--- src/rtl/ps2_host_tx_if.sv ---
// ps2_host_tx_if: byte handshake between the processor side and the PS/2 host transmitter
interface ps2_host_tx_if;
  logic [7:0] tx_data;
  logic tx_valid;
  logic tx_ready;
  logic tx_done;
  logic tx_err;
  logic busy;
  modport master (output tx_data, tx_valid, input tx_ready, tx_done, tx_err, busy);
  modport slave (input tx_data, tx_valid, output tx_ready, tx_done, tx_err, busy);
endinterface

--- src/rtl/ps2_host_tx.sv ---
// ps2_host_tx: PS/2 host-to-device command transmitter; define PS2_TX_RETRY_EN for one automatic retry after an error
module ps2_host_tx #(
  parameter int INHIBIT_CYCLES = 5000,
  parameter int TIMEOUT_CYCLES = 750000,
  parameter int FILTER_LEN = 8
) (
  input logic clock,
  input logic reset,
  ps2_host_tx_if.slave host,
  input logic ps2_clk_in,
  input logic ps2_dat_in,
  output logic ps2_clk_drive_low,
  output logic ps2_dat_drive_low
);
`ifdef PS2_TX_RETRY_EN
  localparam bit RETRY = 1'b1;
`else
  localparam bit RETRY = 1'b0;
`endif
  localparam logic [2:0] IDLE = 3'd0;
  localparam logic [2:0] INHIBIT = 3'd1;
  localparam logic [2:0] START = 3'd2;
  localparam logic [2:0] BITS = 3'd3;
  localparam logic [2:0] ACK = 3'd4;
  localparam logic [2:0] WAIT_IDLE = 3'd5;
  localparam logic [2:0] DONE = 3'd6;
  localparam logic [2:0] ERR = 3'd7;
  logic [2:0] state;
  logic clk_s1, clk_s2, dat_s1, dat_s2;
  logic [FILTER_LEN-1:0] hist;
  logic filt, filt_nxt, fall;
  logic [9:0] frame;
  logic [3:0] idx;
  logic [31:0] cnt;
  logic dat_low, retried, watch, bad;
  // the filtered clock only moves once the whole sample window agrees
  assign filt_nxt = &hist ? 1'b1 : (|hist ? filt : 1'b0);
  always_ff @(posedge clock or posedge reset)
    if (reset) begin
      {clk_s1, clk_s2, dat_s1, dat_s2} <= 4'hf;
      hist <= '1;
      filt <= 1'b1;
      fall <= 1'b0;
    end else begin
      clk_s1 <= ps2_clk_in;
      clk_s2 <= clk_s1;
      dat_s1 <= ps2_dat_in;
      dat_s2 <= dat_s1;
      hist <= {hist[FILTER_LEN-2:0], clk_s2};
      filt <= filt_nxt;
      fall <= filt & ~filt_nxt;
    end
  assign watch = state == BITS || state == ACK || state == WAIT_IDLE;
  assign bad = watch && (cnt == 32'(TIMEOUT_CYCLES - 1) || (state == ACK && fall && dat_s2));
  always_ff @(posedge clock or posedge reset)
    if (reset) begin
      state <= IDLE;
      cnt <= '0;
      idx <= '0;
      frame <= '0;
      dat_low <= 1'b0;
      retried <= 1'b0;
    end else if (bad) begin
      dat_low <= 1'b0;
      cnt <= '0;
      retried <= 1'b1;
      state <= RETRY && !retried ? INHIBIT : ERR;
    end else
      case (state)
        IDLE:
          if (host.tx_valid) begin
            frame <= {1'b1, ~^host.tx_data, host.tx_data};
            retried <= 1'b0;
            cnt <= '0;
            state <= INHIBIT;
          end
        INHIBIT:
          if (cnt == 32'(INHIBIT_CYCLES - 1)) begin
            cnt <= '0;
            dat_low <= 1'b1;
            state <= START;
          end else cnt <= cnt + 32'd1;
        START: begin
          idx <= '0;
          state <= BITS;
        end
        BITS: begin
          cnt <= cnt + 32'd1;
          if (fall) begin
            dat_low <= ~frame[idx];
            idx <= idx + 4'd1;
            state <= idx == 4'd9 ? ACK : BITS;
          end
        end
        ACK: begin
          cnt <= cnt + 32'd1;
          if (fall) state <= WAIT_IDLE;
        end
        WAIT_IDLE: begin
          cnt <= cnt + 32'd1;
          if (filt && dat_s2) state <= DONE;
        end
        default: state <= IDLE;
      endcase
  assign ps2_clk_drive_low = state == INHIBIT || state == START;
  assign ps2_dat_drive_low = dat_low;
  assign host.tx_ready = state == IDLE;
  assign host.busy = state != IDLE;
  assign host.tx_done = state == DONE;
  assign host.tx_err = state == ERR;
endmodule

--- src/flat_wrapper.sv ---
// flat-port wrapper written by rule: the top's interface ports become plain ports
module ps2_host_tx_flat 
#(
  parameter int INHIBIT_CYCLES = 5000,
  parameter int TIMEOUT_CYCLES = 750000,
  parameter int FILTER_LEN = 8
)
  (clock, reset, ps2_clk_in, ps2_dat_in, ps2_clk_drive_low, ps2_dat_drive_low, host_tx_data, host_tx_valid, host_tx_ready, host_tx_done, host_tx_err, host_busy);
  ps2_host_tx_if host_i ();
  input logic clock;
  input logic reset;
  input logic ps2_clk_in;
  input logic ps2_dat_in;
  output logic ps2_clk_drive_low;
  output logic ps2_dat_drive_low;
  input wire logic [$bits(host_i.tx_data)-1:0] host_tx_data;
  input wire logic [$bits(host_i.tx_valid)-1:0] host_tx_valid;
  output wire logic [$bits(host_i.tx_ready)-1:0] host_tx_ready;
  output wire logic [$bits(host_i.tx_done)-1:0] host_tx_done;
  output wire logic [$bits(host_i.tx_err)-1:0] host_tx_err;
  output wire logic [$bits(host_i.busy)-1:0] host_busy;
  assign host_i.tx_data = host_tx_data;
  assign host_i.tx_valid = host_tx_valid;
  assign host_tx_ready = host_i.tx_ready;
  assign host_tx_done = host_i.tx_done;
  assign host_tx_err = host_i.tx_err;
  assign host_busy = host_i.busy;
  ps2_host_tx #(.INHIBIT_CYCLES(INHIBIT_CYCLES), .TIMEOUT_CYCLES(TIMEOUT_CYCLES), .FILTER_LEN(FILTER_LEN)) u_core (.clock(clock), .reset(reset), .host(host_i), .ps2_clk_in(ps2_clk_in), .ps2_dat_in(ps2_dat_in), .ps2_clk_drive_low(ps2_clk_drive_low), .ps2_dat_drive_low(ps2_dat_drive_low));
endmodule
--- config.mk ---
export PLATFORM = sky130hd
export DESIGN_NAME = ps2_host_tx_flat
export DESIGN_NICKNAME = d
export VERILOG_FILES = /design/src/rtl/ps2_host_tx_if.sv /design/src/rtl/ps2_host_tx.sv /design/src/flat_wrapper.sv
export SDC_FILE = /design/constraint.sdc
export NUM_CORES = 1
export LEC_CHECK = 0
export BUFFER_PORTS_ARGS = -buffer_cell sky130_fd_sc_hd__buf_2
export CAP_MARGIN = 20
export CORE_MARGIN = 2
export CORE_UTILIZATION = 31
export CTS_CLUSTER_SIZE = 14
export DETAILED_ROUTE_END_ITERATION = 8
export PLACE_DENSITY = 0.44
export SYNTH_ARGS = -nofsm -noshare
export SYNTH_HDL_FRONTEND = slang
export SYNTH_SLANG_ARGS = --single-unit
--- constraint.sdc ---
create_clock -name clock -period 2.26 [get_ports clock]
set_input_delay 0 -clock clock [delete_from_list [all_inputs] [get_ports clock]]
set_output_delay 0 -clock clock [all_outputs]
set_load 0.01 [all_outputs]
==> flow_summary.yaml, run 1 <==
status:
  status: "complete, but fails checks"
  violations: "setup timing"
route:
  ant_nets: 0
  vias: 3091
  viasPerCell: 5.17
  drtPass1Iterations: 4
  routed_wl_mm: 9.20
  drt-initial-drc-count: 165
  drc: 0
  wl_per_cell_um: 15.4
synthesis:
  ys_ff_latch: 64
  synth_top_family_by_area: "simple AND/OR/NAND/NOR gates"
  async_flop_share_pct: 100
  muxShareOfSynthArea_pct: 5.61
  synth_top_area_share_pct: 36.2
  synth_area_leader_cell: "dfrtp_1"
  syn_area_sq_um: 3520
  synth-xor-area-share_pct: 1.74
  synth_nets: 380
  synth_area_leaders: "dfrtp_1 36%, dfstp_2 9.7%, nand2_1 3.5%, a22o_1 3.2%, mux2_2 3.2%"
  ys_warn_count: 0
  syn_area_per_cell_sq_um: 9.67
  synth.yosys.seq_area_share_pct: 45.9
  synth-edff-count: 0
  yosys.area_share.simple_pct: 22.3
  synth_cells: 364
  synth_adder_area_share_pct: 1.07
  synthFlopType: "dfrtp_1"
  ys_types: 59
  synth-compound-area-share_pct: 18.8
clock_network:
  htree_num_levels: 3
  numCtsBuffers: 9
  tritoncts: "yes"
  clkSlewWorstSetupHoldPaths_ns: 0.05
  clockBufferDepth: 2
  clock_latency_ns: 0.33
  clockRootBuffer: "clkbuf_16"
  clock-sinks: 64
timing:
  clock.fmax_mhz: 408
  period_share_pct: 108
  min_period_ns: 2.45
  finalSetupViolations: 36
  hold_viol: 0
  skew_ns: 0.00391
  slew_headroom_pct: 52.4
  max_slew.worst_pin.slew_ns: 0.712
  final-max-slew-violation-count: 0
  fin_ws_ns: -0.191
  rsz0062_at_grt: "true"
floorplan:
  die-area_sq_um: 12200
  rows: 38
  initial_core_util_pct: 32.1
  chipWidth_um: 111
  ios: 19
  coreArea_sq_um: 11000
  die_y_um: 111
critical_path:
  path_class: "reg -> reg"
  crit_top_cell: "or4_4"
  r2r-end: "u_core.cnt[7]"
  crit_slowest_cell: "or4_4"
  r2r_slack_ns: -0.19
  worst_setup_path_start_kind: "flop"
  crit_fanout: 14
  reg2reg_from: "u_core.cnt[14]"
  critPathCaptureType: "flop"
  cp_cell_sequence: "or4_4 > or4_4 > o21ai_4 > nand2_4 > buf_12 > a21o_1 > a22o_1"
  crit_path_max_incr_delay_ns: 0.55
  worstPathArrival_ns: 2.67
  required_ns: 2.48
  worstRegToRegCells: 7
global_route:
  grtUsageTotal_pct: 15.4
  grt_max_degree: 34
  grt.overflow.total: 0
  grt_first_pass_wirelength_mm: 15.2
  grt_pass1_vias: 3045
  antenna_found_initial: 0
final_layout:
  layout-drive-gt1-share_pct: 35.2
  final_area_sq_um: 4820
  n_antenna_cell: 0
  fin_nets: 469
  most-common-layout-cells: "57 x buf_4, 51 x dfrtp_1, 32 x nand2_1, 25 x nor2_1, 18 x buf_2"
  area_growth_pct: 37.0
  final_common_cell: "buf_4"
run:
  drv_cap: 0
place:
  gp_congestion: 0.793
  port_buffers: 18
  dp_hpwl_mm: 6.44
  place_area_sq_um: 4170
  pre_cts_ws_ns: -0.291
min_path:
  min_to: "u_core.clk_s1"
  hold_path_class: "in -> reg"
  worst_hold_path.num_cells: 2
  hold_path_startpoint: "ps2_clk_in"
power_and_ir_drop:
  peakVddDrop_mv: 0.328
  power.leakage_nw: 2.11
  power.density_nw_per_um2: 709
==> through the flow <==
step	hold WS, ns	TNS (ns)	util [%]	power (W)	instances
after floorplan	0.00448	-0.983	-	0.00174	364
after global placement	0.109	-5.81	38.0	0.00202	561
after detailed placement	0.109	-6.72	38.0	0.00202	561
after CTS	0.299	-2.75	42.5	0.00345	592
after global routing	0.309	-6.09	43.9	0.00361	598
final	0.308	-3.76	43.9	0.00342	598
==> worst max-delay path: cells and delay by family, from the launching register on <==
kind            cells  cell delay (ns)
simple gates        3             1.22
flops               1             0.39
compound gates      3             0.55
buf+inv             1             0.17
==> sequential cells by signal, summed over array words and instances, names as in the netlist <==
name,count
u_core.clk_s2,1
u_core.ps2_dat_drive_low,1
u_core.clk_s1,1
u_core.frame,10
u_core.idx,4
u_core.state,3
u_core.hist,8
u_core.dat_s2,1
u_core.cnt,32
u_core.filt,1
u_core.dat_s1,1
u_core.fall,1
==> cells by family (layout without fill, tap and decap cells) <==
| logic type | count (synthesis) | count (layout) |
|---|---|---|
| and+or+nand+nor | 145 | 145 |
| AOI/OAI and AO/OA | 95 | 95 |
| xor gates and xnor gates | 7 | 7 |
| adders and majority gates | 3 | 3 |
| muxes | 16 | 16 |
| buffers and inverters | 34 | 128 |
| DFF | 64 | 64 |
==> layer usage <==
metal	track usage [%]	vias up	wire, um
met5	0	-	0
met4	6.92	0	180
met3	3.13	15	323
met2	22.0	57	4100
met1	22.4	1482	4590
li1	-	1537	-
==> cell usage after synthesis, types with 2 or more instances <==
master,instances
a21oi_1,17
and3_1,9
nand2_1,33
nand3b_1,3
and2_1,3
ha_1,3
a31oi_1,15
nor4_1,8
a21o_1,13
o21ai_2,2
or3_1,2
nand3_1,16
xnor2_1,7
nor3_1,10
inv_1,14
dfstp_2,13
or4bb_1,2
mux4_2,2
nor2_1,25
nor2b_1,2
or4_4,3
o21ai_0,14
buf_6,4
o31ai_1,3
clkbuf_1,15
a22o_1,13
o311ai_0,3
mux2_2,10
mux2i_1,4
a211o_1,2
dfrtp_1,51
and4_1,2
nand4_1,8
or2_2,3
nand2b_1,6
==> power breakdown <==
| part | leakage [nW] | switching (W) | internal, W |
|---|---|---|---|
| registers | 0.754 | 0.000109 | 0.00129 |
| logic | 1.21 | 0.000310 | 0.000338 |
| clock network | 0.141 | 0.000522 | 0.000852 |
==> how the worst max path moves through the flow <==
stage                                 to  slack [ns]      startpoint  depth (start not counted)
after floorplan           u_core.cnt[16]       -0.08  u_core.cnt[16]                          7
after global placement    u_core.cnt[23]       -0.25  u_core.cnt[21]                          7
after detailed placement  u_core.cnt[24]       -0.29  u_core.cnt[14]                          7
after CTS                  u_core.cnt[7]       -0.15  u_core.cnt[14]                          7
after global routing      u_core.cnt[27]       -0.23  u_core.cnt[14]                          7
final                      u_core.cnt[7]       -0.19  u_core.cnt[14]                          7
==> timing repair <==
action	in CTS	in global routing
endpoints found under the hold margin	29	0
setup endpoints to repair	38	39
setup buffers	4	6
pin swaps	8	10
hold buffers	11	0
resized for setup	13	28
==> cell type report <==
type                    instances  area (sq um)
well taps                     140           175
flip-flops and latches         64          1620
fillers                      1049          6160
repair buffers                 98           781
clock buffers                   9           225
inverters                      14          52.6
multi-input cells             266          1900
clock inverters                 7          72.6
Note: power is estimated with default switching activity, not from simulation.
==> inputs of run 2 (changes only) <==
PLACE_DENSITY = default   (was 0.44)
==> flow_summary.yaml, run 2 (same netlist as run 1, synthesis figures left out) <==
clock_network:
  numCtsBuffers: 9
  clockBufferDepth: 2
  tritoncts: "yes"
  clock_latency_ns: 0.33
  clockRootBuffer: "clkbuf_16"
  clkSlewWorstSetupHoldPaths_ns: 0.06
  clock-sinks: 64
  htree_num_levels: 3
floorplan:
  ios: 19
  rows: 38
  die_y_um: 111
  chipWidth_um: 111
  coreArea_sq_um: 11000
  initial_core_util_pct: 32.1
  die-area_sq_um: 12200
final_layout:
  final_util_pct: 43.0
  largest_reg_flops: 32
  area_growth_pct: 34.2
  final_common_cell: "buf_4"
  layout-drive-gt1-share_pct: 33.3
  fin_nets: 464
  final_area_sq_um: 4730
  reg_top3: "u_core.cnt: 32 flops, u_core.frame: 10 flops, u_core.hist: 8 flops"
  regMostFlops: "u_core.cnt"
  most-common-layout-cells: "55 x buf_4, 51 x dfrtp_1, 31 x nand2_1, 25 x nor2_1, 18 x buf_2"
place:
  pre_cts_ws_ns: -0.234
  port_buffers: 18
  place_area_sq_um: 4150
  dp_hpwl_mm: 6.09
  gp_congestion: 0.855
critical_path:
  crit_path_max_incr_delay_ns: 0.57
  worst_setup_path_start_kind: "flop"
  crit_fanout: 12
  crit_buf_inv: 1
  worstRegToRegCells: 7
  worstPathArrival_ns: 2.61
  r2r_slack_ns: -0.13
  r2r-end: "u_core.cnt[3]"
  cp_cell_sequence: "or4bb_1 > or4_4 > o21ai_4 > nand2_4 > buf_6 > a21o_1 > a22o_1"
  required_ns: 2.47
  path_class: "reg -> reg"
  reg2reg_from: "u_core.cnt[21]"
  critPathTopFamily: "simple AND/OR/NAND/NOR gates"
  critPathCaptureType: "flop"
  crit_slowest_cell: "or4_4"
route:
  m1WireLength_mm: 4.19
  ant_nets: 0
  met3WireLength_um: 359
  vias: 3106
  drc: 0
  routed_wl_mm: 8.89
  wl_met2_mm: 4.18
  top_layer: "met4"
  drt-initial-drc-count: 200
  viasPerCell: 5.23
  drtPass1Iterations: 4
  wl_per_cell_um: 15.0
global_route:
  antenna_found_initial: 0
  grt.overflow.total: 0
  grt_max_degree: 39
  grtUsageTotal_pct: 14.3
  grt_first_pass_wirelength_mm: 14.4
  grt_pass1_vias: 3005
timing:
  slew_headroom_pct: 62.1
  skew_ns: 0.00581
  finalSetupViolations: 32
  final-max-slew-violation-count: 0
  hold_viol: 0
  period_share_pct: 106
  rsz0062_at_grt: "true"
  max_slew.worst_pin.slew_ns: 0.568
  fin_ws_ns: -0.132
  min_period_ns: 2.39
  clock.fmax_mhz: 418
run:
  drv_cap: 0
power_and_ir_drop:
  power_w: 0.00340
  power.leakage_nw: 2.06
  peakVddDrop_mv: 0.291
  power.density_nw_per_um2: 719
status:
  status: "complete, but fails checks"
  violations: "setup timing"
min_path:
  hold_path_class: "in -> async"
==> run 2: changes by cell type in the layout (fill, tap and decap cells not counted), sizes merged <==
cell and delta:
diode +1, bufinv -1, clkbuf +1, buf -5, clkinv -1, clkinvlp +1
==> run 2: worst reg2reg max path, delay by kind of cell, from the launching register on <==
| family | cells | cell delay (ns) |
|---|---|---|
| flip-flops | 1 | 0.40 |
| AND/OR/NAND/NOR | 3 | 1.20 |
| buffers and inverters | 1 | 0.17 |
| AO/OA/AOI/OAI | 3 | 0.52 |
==> run 2: metal layers <==
metal | vias up | global-route usage [%]
li1 | 1522 | -
met1 | 1494 | 18.9
met2 | 75 | 22.5
met3 | 15 | 3.40
met4 | 0 | 6.17
met5 | - | 0
==> run 2: power by group <==
part	internal, W	total [W]	leakage, nW	switching [W]
Clock	0.000772	0.00130	0.131	0.000527
Combinational	0.000375	0.000715	1.18	0.000340
Sequential	0.00129	0.00138	0.754	0.0000939
==> run 2: worst max path at each step <==
| stage | start | to | slack (ns) | cells after the start |
|---|---|---|---|---|
| floorplan | u_core.cnt[16] | u_core.cnt[16] | -0.08 | 7 |
| global placement | u_core.cnt[14] | u_core.cnt[10] | -0.18 | 8 |
| detailed placement | u_core.cnt[21] | u_core.cnt[12] | -0.23 | 8 |
| CTS | u_core.cnt[21] | u_core.cnt[3] | -0.13 | 7 |
| global route | u_core.cnt[21] | u_core.cnt[12] | -0.21 | 8 |
| finish | u_core.cnt[21] | u_core.cnt[3] | -0.13 | 7 |
==> run 2: final cells by class <==
class                   count  area [sq um]
clock inverters             6          45.0
fillers                  1005          6260
multi-input cells         266          1860
repair buffers             93           732
well taps                 140           175
flip-flops and latches     64          1620
clock buffers              10           239
inverters                  14          52.6
diodes                      1          2.50
==> run 2: repair_timing <==
| item | CTS | global route |
|---|---|---|
| setup endpoints to repair | 40 | 40 |
| buffers inserted | 4 | 1 |
| hold buffers | 11 | 0 |
| gates resized for setup | 18 | 16 |
| hold endpoints to repair | 23 | 0 |
| pin swaps | 13 | 5 |
==> run 2: metrics by stage <==
step | hold slack, ns | cells | TNS (ns)
after global routing | 0.299 | 593 | -4.99
after global placement | 0.0815 | 560 | -3.50
final | 0.270 | 594 | -2.23
after detailed placement | 0.0909 | 560 | -5.01
after CTS | 0.280 | 591 | -2.01
after floorplan | 0.00448 | 364 | -0.983
